==> src/rtl/exu_pc_seq.sv <==
// exu_pc_seq -- multi-cycle next-PC sequencer.
//
// Owns the PC register. Presents it to the IFU over a fetch valid/ready
// handshake, then waits for resolved control-flow info from the EXU over a
// second handshake and computes the next PC. Handles all six RV32I branch
// types, jal, jalr, ebreak halt and misaligned-target detection.
//
// Ports:
//   clk, rst       clock (rising edge), asynchronous active-high reset
//   fetch_pc       current PC presented to the IFU
//   fetch_valid    fetch_pc valid (FETCH state only)
//   fetch_ready    IFU accepts fetch_pc
//   exu_valid      EXU control-flow info valid
//   exu_ready      unit accepts EXU info (EXEC state only)
//   jump_op        0 SEQ,1 JAL,2 JALR,3 BEQ,4 BNE,5 BLT,6 BGE,7 BLTU,8 BGEU, else SEQ
//   src1, src2     rs1/rs2 values
//   imm            sign-extended immediate
//   halt_req       ebreak retired with this EXU transfer
//   redirect       one-cycle pulse when the committed next PC != PC+4
//   halted         unit is in HALT
//   err            unit is in ERR (misaligned target)
//
// Optional feature macro: EXU_PC_TRAP_EN
//   Adds trap_req, mret, mtvec, mepc inputs and the exc output. Traps and
//   mret redirect to mtvec/mepc; a misaligned target vectors to mtvec with
//   exc pulsed instead of entering ERR.

module exu_pc_seq #(
  parameter int unsigned      XLEN     = 32,
  parameter logic [XLEN-1:0]  RESET_PC = 32'h8000_0000
) (
  input  logic            clk,
  input  logic            rst,
  output logic [XLEN-1:0] fetch_pc,
  output logic            fetch_valid,
  input  logic            fetch_ready,
  input  logic            exu_valid,
  output logic            exu_ready,
  input  logic [3:0]      jump_op,
  input  logic [XLEN-1:0] src1,
  input  logic [XLEN-1:0] src2,
  input  logic [XLEN-1:0] imm,
  input  logic            halt_req,
  output logic            redirect,
  output logic            halted,
  output logic            err
`ifdef EXU_PC_TRAP_EN
  ,
  input  logic            trap_req,
  input  logic            mret,
  input  logic [XLEN-1:0] mtvec,
  input  logic [XLEN-1:0] mepc,
  output logic            exc
`endif
);

  localparam logic [1:0] S_FETCH = 2'd0;
  localparam logic [1:0] S_EXEC  = 2'd1;
  localparam logic [1:0] S_HALT  = 2'd2;
  localparam logic [1:0] S_ERR   = 2'd3;

  localparam logic [3:0] OP_JAL  = 4'd1;
  localparam logic [3:0] OP_JALR = 4'd2;
  localparam logic [3:0] OP_BEQ  = 4'd3;
  localparam logic [3:0] OP_BNE  = 4'd4;
  localparam logic [3:0] OP_BLT  = 4'd5;
  localparam logic [3:0] OP_BGE  = 4'd6;
  localparam logic [3:0] OP_BLTU = 4'd7;
  localparam logic [3:0] OP_BGEU = 4'd8;

  logic [1:0]      state;
  logic [XLEN-1:0] pc;
  logic [XLEN-1:0] pc_plus4;
  logic [XLEN-1:0] pc_imm;
  logic [XLEN-1:0] jalr_tgt;
  logic [XLEN-1:0] target;
  logic            taken;
  logic            misalign;

  assign pc_plus4 = pc + XLEN'(4);
  assign pc_imm   = pc + imm;
  assign jalr_tgt = (src1 + imm) & ~XLEN'(1);

  always_comb begin
    taken = 1'b0;
    unique case (jump_op)
      OP_BEQ:  taken = (src1 == src2);
      OP_BNE:  taken = (src1 != src2);
      OP_BLT:  taken = ($signed(src1) <  $signed(src2));
      OP_BGE:  taken = ($signed(src1) >= $signed(src2));
      OP_BLTU: taken = (src1 <  src2);
      OP_BGEU: taken = (src1 >= src2);
      default: taken = 1'b0;
    endcase
  end

  always_comb begin
    target = pc_plus4;
    unique case (jump_op)
      OP_JAL:  target = pc_imm;
      OP_JALR: target = jalr_tgt;
      OP_BEQ, OP_BNE, OP_BLT, OP_BGE, OP_BLTU, OP_BGEU:
               target = taken ? pc_imm : pc_plus4;
      default: target = pc_plus4;
    endcase
  end

  // No C extension: any target not on a 4-byte boundary is illegal.
  assign misalign = (target[1:0] != 2'b00);

  always_ff @(posedge clk or posedge rst) begin
    if (rst) begin
      state    <= S_FETCH;
      pc       <= RESET_PC;
      redirect <= 1'b0;
`ifdef EXU_PC_TRAP_EN
      exc      <= 1'b0;
`endif
    end else begin
      redirect <= 1'b0;
`ifdef EXU_PC_TRAP_EN
      exc      <= 1'b0;
`endif
      case (state)
        S_FETCH: begin
          if (fetch_ready) state <= S_EXEC;
        end
        S_EXEC: begin
          if (exu_valid) begin
            if (halt_req) begin
              state <= S_HALT;
`ifdef EXU_PC_TRAP_EN
            end else if (trap_req) begin
              pc       <= mtvec & ~XLEN'(3);
              redirect <= 1'b1;
              state    <= S_FETCH;
            end else if (mret) begin
              pc       <= mepc & ~XLEN'(3);
              redirect <= 1'b1;
              state    <= S_FETCH;
            end else if (misalign) begin
              pc       <= mtvec & ~XLEN'(3);
              redirect <= 1'b1;
              exc      <= 1'b1;
              state    <= S_FETCH;
`else
            end else if (misalign) begin
              state <= S_ERR;
`endif
            end else begin
              pc       <= target;
              redirect <= (target != pc_plus4);
              state    <= S_FETCH;
            end
          end
        end
        default: state <= state;  // HALT and ERR are absorbing
      endcase
    end
  end

  assign fetch_pc    = pc;
  // Gated by rst so that every 1-bit output reads 0 while reset is held.
  assign fetch_valid = (state == S_FETCH) && !rst;
  assign exu_ready   = (state == S_EXEC);
  assign halted      = (state == S_HALT);
  assign err         = (state == S_ERR);

endmodule
==> config.mk <==
export PLATFORM = sky130hd
export DESIGN_NAME = exu_pc_seq
export DESIGN_NICKNAME = d
export VERILOG_FILES = /design/src/rtl/exu_pc_seq.sv
export SDC_FILE = /design/constraint.sdc
export NUM_CORES = 1
export LEC_CHECK = 0
export BUFFER_PORTS_ARGS = -buffer_cell sky130_fd_sc_hd__buf_2
export CAP_MARGIN = 20
export CORE_ASPECT_RATIO = 0.8
export CORE_UTILIZATION = 45
export DETAILED_ROUTE_END_ITERATION = 8
export HOLD_SLACK_MARGIN = 0.03
export PLACE_DENSITY = 0.63
export SYNTH_ARGS = -nofsm -noshare
export SYNTH_HDL_FRONTEND = slang
export SYNTH_SLANG_ARGS = --single-unit
==> constraint.sdc <==
create_clock -name clk -period 5.1 [get_ports clk]
set_input_delay 0.51 -clock clk [delete_from_list [all_inputs] [get_ports clk]]
set_output_delay 0.51 -clock clk [all_outputs]
set_load 0.01 [all_outputs]
=== Yosys cells after proc, flatten, opt, wreduce, memory -nomap -nowiden ===
Cells that the tools add are included.

* Register bits after elaboration: 35
* Output and inout port bits: 37

* Add/sub/neg operators: 3
* $lt $le $gt $ge: 4
* Eq/ne operators: 16
* Mux-type cells: 12
* Bitwise logic cells: 2
* Reduce and logical (&&, ||, !) cells: 8

{| class="wikitable"
|+ Operators with widths
! kind !! number
|-
| case mux 32 bit (3 select lines) || 1
|-
| adder 32 bit || 2
|-
| >= comparator 32 bit || 2
|-
| < comparator 32 bit || 2
|-
| inequality test 32 bit || 2
|-
| adder 32 x 3 -> 32 bit, second input constant || 1
|-
| == test 32 bit || 1
|-
| 2-to-1 mux 32 bit || 1
|-
| == test 4 x 3 -> 1 bit, second input constant || 4
|-
| == test 4 x 2 -> 1 bit, second input constant || 2
|-
| 2-to-1 mux 2 bit || 4
|-
| case mux 1 bit (6 select lines) || 1
|-
| OR reduction 6 bit || 1
|-
| == test 2 bit, second input constant || 2
|-
| == test 4 x 1 -> 1 bit, second input constant || 1
|-
| == test 4 bit, second input constant || 1
|-
| 2-to-1 mux 1 bit || 4
|-
| inequality test 2 bit, second input constant || 2
|-
| case mux 2 bit (2 select lines) || 1
|-
| AND reduction 4 bit || 1
|-
| nonzero test 2 bit || 2
|-
| AND reduction 3 bit || 1
|-
| == test 2 x 1 -> 1 bit, second input constant || 1
|-
| logical NOT 2 bit || 1
|-
| other kinds (3) || 4
|}

=== Logic depth before layout (Yosys ltp) ===
* Word-level depth: 9
* Mapped depth: 17
* Gate-level depth less buffers: 14

=== Worst setup path before layout ===
Ideal clock, no wire load.

* Kind: input port to flip-flop
* Start: in imm[0]
* End: reg redirect
* Setup time: 128 ps
* Data arrival time: 3584 ps
* Required time: 4972 ps
* Path slack: 1388 ps
* Cell stages on the path: 14
* Path buffers: 0
* Cells stage by stage: ha_1 > fa_1 > a21o_1 > a221oi_2 > nor4b_2 > o21a_1 > or3_4 > a211oi_2 > xor2_1 > o22ai_1 > mux2_2 > a2111oi_0 > and4_1 > a21oi_1

* Word-level cells in the longest chain between the ends: 8
* Elaborated cells on any way between the ends: 10
* Classes of those cells: add/sub: 2; eq/ne: 1; mux: 6; reduce/logical: 1

{| class="wikitable"
|+ Ends and longest elaborated chain
! item !! line !! text
|-
| start, declared || 42 || <nowiki>input logic [XLEN-1:0] imm,</nowiki>
|-
| adder 32 bit || 81 || <nowiki>assign pc_imm = pc + imm;</nowiki>
|-
| 2-to-1 mux 32 bit || 103 || <nowiki>target = taken ? pc_imm : pc_plus4;</nowiki>
|-
| case mux 32 bit (3 select lines) (*) || 99 || <nowiki>unique case (jump_op)</nowiki>
|-
| inequality test 32 bit / nonzero test 2 bit (equally long branches) || 152, 109 ||
|-
| 2-to-1 mux 1 bit (*) || 147 || <nowiki>end else if (misalign) begin</nowiki>
|-
| 2-to-1 mux 1 bit (*) || 130 || <nowiki>if (halt_req) begin</nowiki>
|-
| 2-to-1 mux 1 bit (*) || 129 || <nowiki>if (exu_valid) begin</nowiki>
|-
| 2-to-1 mux 1 bit (*) || 124 || <nowiki>case (state)</nowiki>
|-
| end signal, assigned || 152 || <nowiki>redirect <= (target != pc_plus4);</nowiki>
|-
| end, declared || 44 || <nowiki>output logic redirect,</nowiki>
|}

Every way passes the cells marked *; elsewhere a longest branch is shown, timed or not.
A chain may end at the register's enable or synchronous reset.

=== Worst setup path in the final report ===
* Start: reg pc[0] (netlist: fetch_pc[0])
* End: reg redirect

* Word-level cells in the longest chain between the ends: 8
* Elaborated cells on any way between the ends: 10
* Classes of those cells: add/sub: 2; eq/ne: 1; mux: 6; reduce/logical: 1

{| class="wikitable"
|+ Ends and longest elaborated chain
! item !! line !! text
|-
| start, declared || 72 || <nowiki>logic [XLEN-1:0] pc;</nowiki>
|-
| start signal, assigned || 151 || <nowiki>pc <= target;</nowiki>
|-
| adder 32 x 3 -> 32 bit / adder 32 bit (equally long branches) || 80, 81 ||
|-
| 2-to-1 mux 32 bit || 103 ||
|-
| case mux 32 bit (3 select lines) || 99 ||
|-
| inequality test 32 bit / nonzero test 2 bit (equally long branches) || 152, 109 ||
|-
| 2-to-1 mux 1 bit (*) || 147 ||
|-
| 2-to-1 mux 1 bit (*) || 130 ||
|-
| 2-to-1 mux 1 bit (*) || 129 ||
|-
| 2-to-1 mux 1 bit (*) || 124 ||
|}

Marked as above.

==> metrics.txt <==
# TYPE chip_impl_metric gauge
chip_impl_metric{name="finalInstanceArea",unit="sq mm"} 0.008732
chip_impl_metric{name="max_rail_drop_vdd",unit="mV"} 0.2035
chip_impl_metric{name="antenna_violating_nets_post_route",unit=""} 0
chip_impl_info{name="rsz_0062_raised_after_global_routing",value="false"} 1
chip_impl_metric{name="min_period",unit="ps"} 4282
chip_impl_metric{name="max_freq",unit="MHz"} 233.5
chip_impl_metric{name="maximum_number_of_pins_on_one_net_before_global_route_repair",unit=""} 44
chip_impl_metric{name="final_cycle_share",unit="%"} 83.96
chip_impl_metric{name="asyncSetResetFlopFracSynth",unit="%"} 100.0
chip_impl_metric{name="post_cts.repair.setup_buffers",unit=""} 0
chip_impl_metric{name="register_to_register_setup_slack",unit="ps"} 820
chip_impl_metric{name="synth.yosys.warnings",unit=""} 0
chip_impl_metric{name="finalWeightedCongestion",unit=""} 0.9572
chip_impl_metric{name="synth-edff-count",unit=""} 0
chip_impl_info{name="layout.cells.most_common_list",value="sky130_fd_sc_hd__buf_2 (142), sky130_fd_sc_hd__ha_1 (94), sky130_fd_sc_hd__nand2_1 (87)"} 1
chip_impl_info{name="worst_setup_path_start_kind",value="flop"} 1
chip_impl_metric{name="report.final.setup_viol",unit=""} 0
chip_impl_metric{name="avg_cell_area_syn",unit="sq um"} 7.416
chip_impl_info{name="layout_commonest_cell",value="sky130_fd_sc_hd__buf_2"} 1
chip_impl_metric{name="first_iter_violations",unit=""} 897
chip_impl_metric{name="postSynthCellCount",unit=""} 1034
chip_impl_info{name="clock_tree_from_tritoncts",value="done"} 1
chip_impl_metric{name="critical_path_peak_fanout",unit=""} 6
chip_impl_metric{name="post_dp_cell_area",unit="sq mm"} 0.008583
chip_impl_metric{name="synth.lib_cells_used.distinct",unit=""} 92
chip_impl_metric{name="placeableCoreArea",unit="sq mm"} 0.01661
chip_impl_metric{name="p_leak",unit="uW"} 0.004073
chip_impl_metric{name="final-instance-count-excl-fill",unit=""} 1379
chip_impl_metric{name="final_nets",unit=""} 1360
chip_impl_metric{name="fin_worst_hold_slack",unit="ps"} 327.1
chip_impl_metric{name="postSynthNetCount",unit=""} 1235
chip_impl_metric{name="num-fill-cells",unit=""} 1688
chip_impl_metric{name="tightest_slew",unit="ps"} 737.7
chip_impl_metric{name="timing.clock.skew",unit="ps"} 5.292
chip_impl_metric{name="starting_density",unit="%"} 46.18
chip_impl_info{name="worst_setup_path_end_kind",value="flop"} 1
chip_impl_metric{name="seq_area_frac_synth",unit="%"} 11.44
chip_impl_info{name="holdCritPathClass",value="input port to asynchronous set/reset pin"} 1
chip_impl_metric{name="cts.sink_count",unit=""} 35
chip_impl_metric{name="placed_cells_incl_taps",unit=""} 1371
chip_impl_metric{name="clock_input_transition_at_the_sequential_cells_of_the_worst_setup_and_hold_paths",unit="ps"} 50
chip_impl_metric{name="drt_pre_antenna_iters",unit=""} 5
chip_impl_metric{name="vias_per_cell",unit=""} 6.195
chip_impl_metric{name="io_port_bufs",unit=""} 141
chip_impl_metric{name="post_cts_resized",unit=""} 0
chip_impl_metric{name="max_cap_violations",unit=""} 0
chip_impl_metric{name="synth_area",unit="sq mm"} 0.007669
chip_impl_metric{name="route.detailed.wl_per_inst",unit="um"} 19.30
chip_impl_info{name="critical_path_class",value="flop to flop"} 1
chip_impl_metric{name="hold_viol_final",unit=""} 0
chip_impl_metric{name="grt_pass1_vias",unit=""} 7480
chip_impl_metric{name="cts_max_level",unit=""} 2
chip_impl_metric{name="placement_rows",unit=""} 42
chip_impl_metric{name="tns",unit="ps"} 0
chip_impl_metric{name="total_power_after_layout",unit="uW"} 1166
chip_impl_metric{name="timing.final.max_slew_violations",unit=""} 0
chip_impl_metric{name="routed-via-count",unit=""} 8543
chip_impl_metric{name="final_layout_size_suffix_gt1_share",unit="%"} 16.57
chip_impl_metric{name="antenna-diode-count",unit=""} 0
chip_impl_metric{name="numCtsBuffers",unit=""} 5
chip_impl_metric{name="overall_fraction_of_global_route_tracks_in_use",unit="%"} 30.10
chip_impl_metric{name="cts_hold_repair_buffers",unit=""} 0
chip_impl_metric{name="drt_drc_violations_left",unit=""} 0
chip_impl_metric{name="first_pass_grt_wire_length",unit="mm"} 41.30
chip_impl_metric{name="die_width",unit="um"} 148.0
chip_impl_info{name="outcome",value="complete, no violations"} 1
chip_impl_metric{name="max_slew_margin",unit="%"} 50.72
chip_impl_metric{name="die_height",unit="um"} 118.8
chip_impl_metric{name="floorplan.die_area",unit="sq mm"} 0.01757
chip_impl_metric{name="detailed_place_hpwl",unit="mm"} 21.85
chip_impl_metric{name="areaGrowthSynthToFinish",unit="%"} 13.87
chip_impl_metric{name="totalWireLength",unit="mm"} 26.61
chip_impl_metric{name="grt_antenna_before_repair",unit=""} 0
chip_impl_metric{name="total_of_flip_flops_plus_latches_after_synthesis",unit=""} 35
chip_impl_metric{name="cts.path.max_buffers",unit=""} 2
chip_impl_metric{name="critical_path_arrival",unit="ps"} 4440
chip_impl_metric{name="top_level_ports",unit=""} 142
chip_impl_metric{name="grt_remaining_overflow",unit=""} 0
chip_impl_metric{name="critPathRequiredTime",unit="ps"} 5250
chip_impl_info{name="ys.flop_type",value="sky130_fd_sc_hd__dfrtp_1"} 1
chip_impl_metric{name="powerDensity",unit="mW/mm^2"} 133.5
chip_impl_metric{name="worstSkewPairLatency",unit="ps"} 280
chip_impl_info{name="clock_tree.root_cell",value="sky130_fd_sc_hd__clkbuf_16"} 1
## synth_stat cells (all sizes together) (12+ instances only)
cell type / n / share of area [%]
a211oi: 12 / 1.5
a21o: 28 / 2.7
a21oi: 83 / 5.5
a31oi: 14 / 1.2
and2: 19 / 1.5
and3: 17 / 1.5
buf: 17 / 1.5
clkbuf: 19 / 0.93
dfrtp: 34 / 11
ha: 94 / 15
inv: 68 / 3.3
nand2: 87 / 4.3
nand3: 32 / 2.1
nand4: 19 / 1.6
nor2: 72 / 3.5
nor2b: 13 / 1.1
nor3: 20 / 1.3
o211ai: 12 / 1.2
o21ai: 80 / 5.3
xnor2: 44 / 5.0
xor2: 31 / 3.5
## flip-flops by register name, summed over array words and instances, names as in the netlist
signal,cells
redirect,1
state,2
fetch_pc,32
## worst paths after layout
kind                               from           end  cells past startpoint
max                         fetch_pc[0]      redirect                     14
min                                 rst   fetch_pc[4]                      3
max reg2reg                 fetch_pc[0]      redirect                     14
min reg2reg                fetch_pc[31]  fetch_pc[31]                      2
max in group asynchronous           rst  fetch_pc[31]                      3
min in group clk           fetch_pc[31]  fetch_pc[31]                      2
## power breakdown
group	switching (uW)	internal (uW)
combinational	358	229
clock	111	190
sequential	0	278
total	468	698
## metal layers
layer | routed length (um) | track usage (%) | vias up
met2 | 10010 | 40.30 | 402
li1 | - | - | 4185
met3 | 2615 | 3.166 | 16
met4 | 229 | 5.735 | 0
met5 | 0 | 0 | -
met1 | 13760 | 49.79 | 3940
## per-stage QoR
step                setup WS (ps)  util [%]
floorplan                    1388         -
global placement            729.0     51.69
detailed placement          665.7     51.69
CTS                         864.3     52.55
global route                603.5     52.58
finish                      817.8     52.58
## final cells by class
class / count / area (sq um) / area share (%)
multi-input cells: 895 / 6367 / 72.92
repair buffers: 154 / 813.3 / 9.314
clock inverters: 1 / 5.005 / 0.05731
clock buffers: 6 / 138.9 / 1.590
inverters: 68 / 255.2 / 2.923
flip-flops and latches: 35 / 877.1 / 10.04
well taps: 220 / 275.3 / 3.152
## kinds of logic after synthesis
family | after synthesis | synth area share [%]
buffers and inverters | 104 | 5.743
adder cells (fa/ha/maj) | 96 | 15.86
XOR/XNOR | 75 | 8.566
multiplexers | 12 | 1.615
AO/OA/AOI/OAI | 366 | 33.11
AND/OR/NAND/NOR | 346 | 23.67
flip-flops | 35 | 11.44
## critical path, cell delays in order, from the launching register on
cell and delay [ps]:
sky130_fd_sc_hd__dfrtp_1 440, sky130_fd_sc_hd__ha_1 270, sky130_fd_sc_hd__fa_1 430, sky130_fd_sc_hd__a21o_1 210
sky130_fd_sc_hd__a221oi_2 380, sky130_fd_sc_hd__nor4b_2 150, sky130_fd_sc_hd__o21a_1 210, sky130_fd_sc_hd__or3_4 400
sky130_fd_sc_hd__a211oi_2 210, sky130_fd_sc_hd__xor2_1 90, sky130_fd_sc_hd__o22ai_1 380, sky130_fd_sc_hd__mux2_2 400
sky130_fd_sc_hd__a2111oi_0 280, sky130_fd_sc_hd__and4_1 250, sky130_fd_sc_hd__a21oi_1 70
Note: power is estimated with default switching activity, not from simulation.
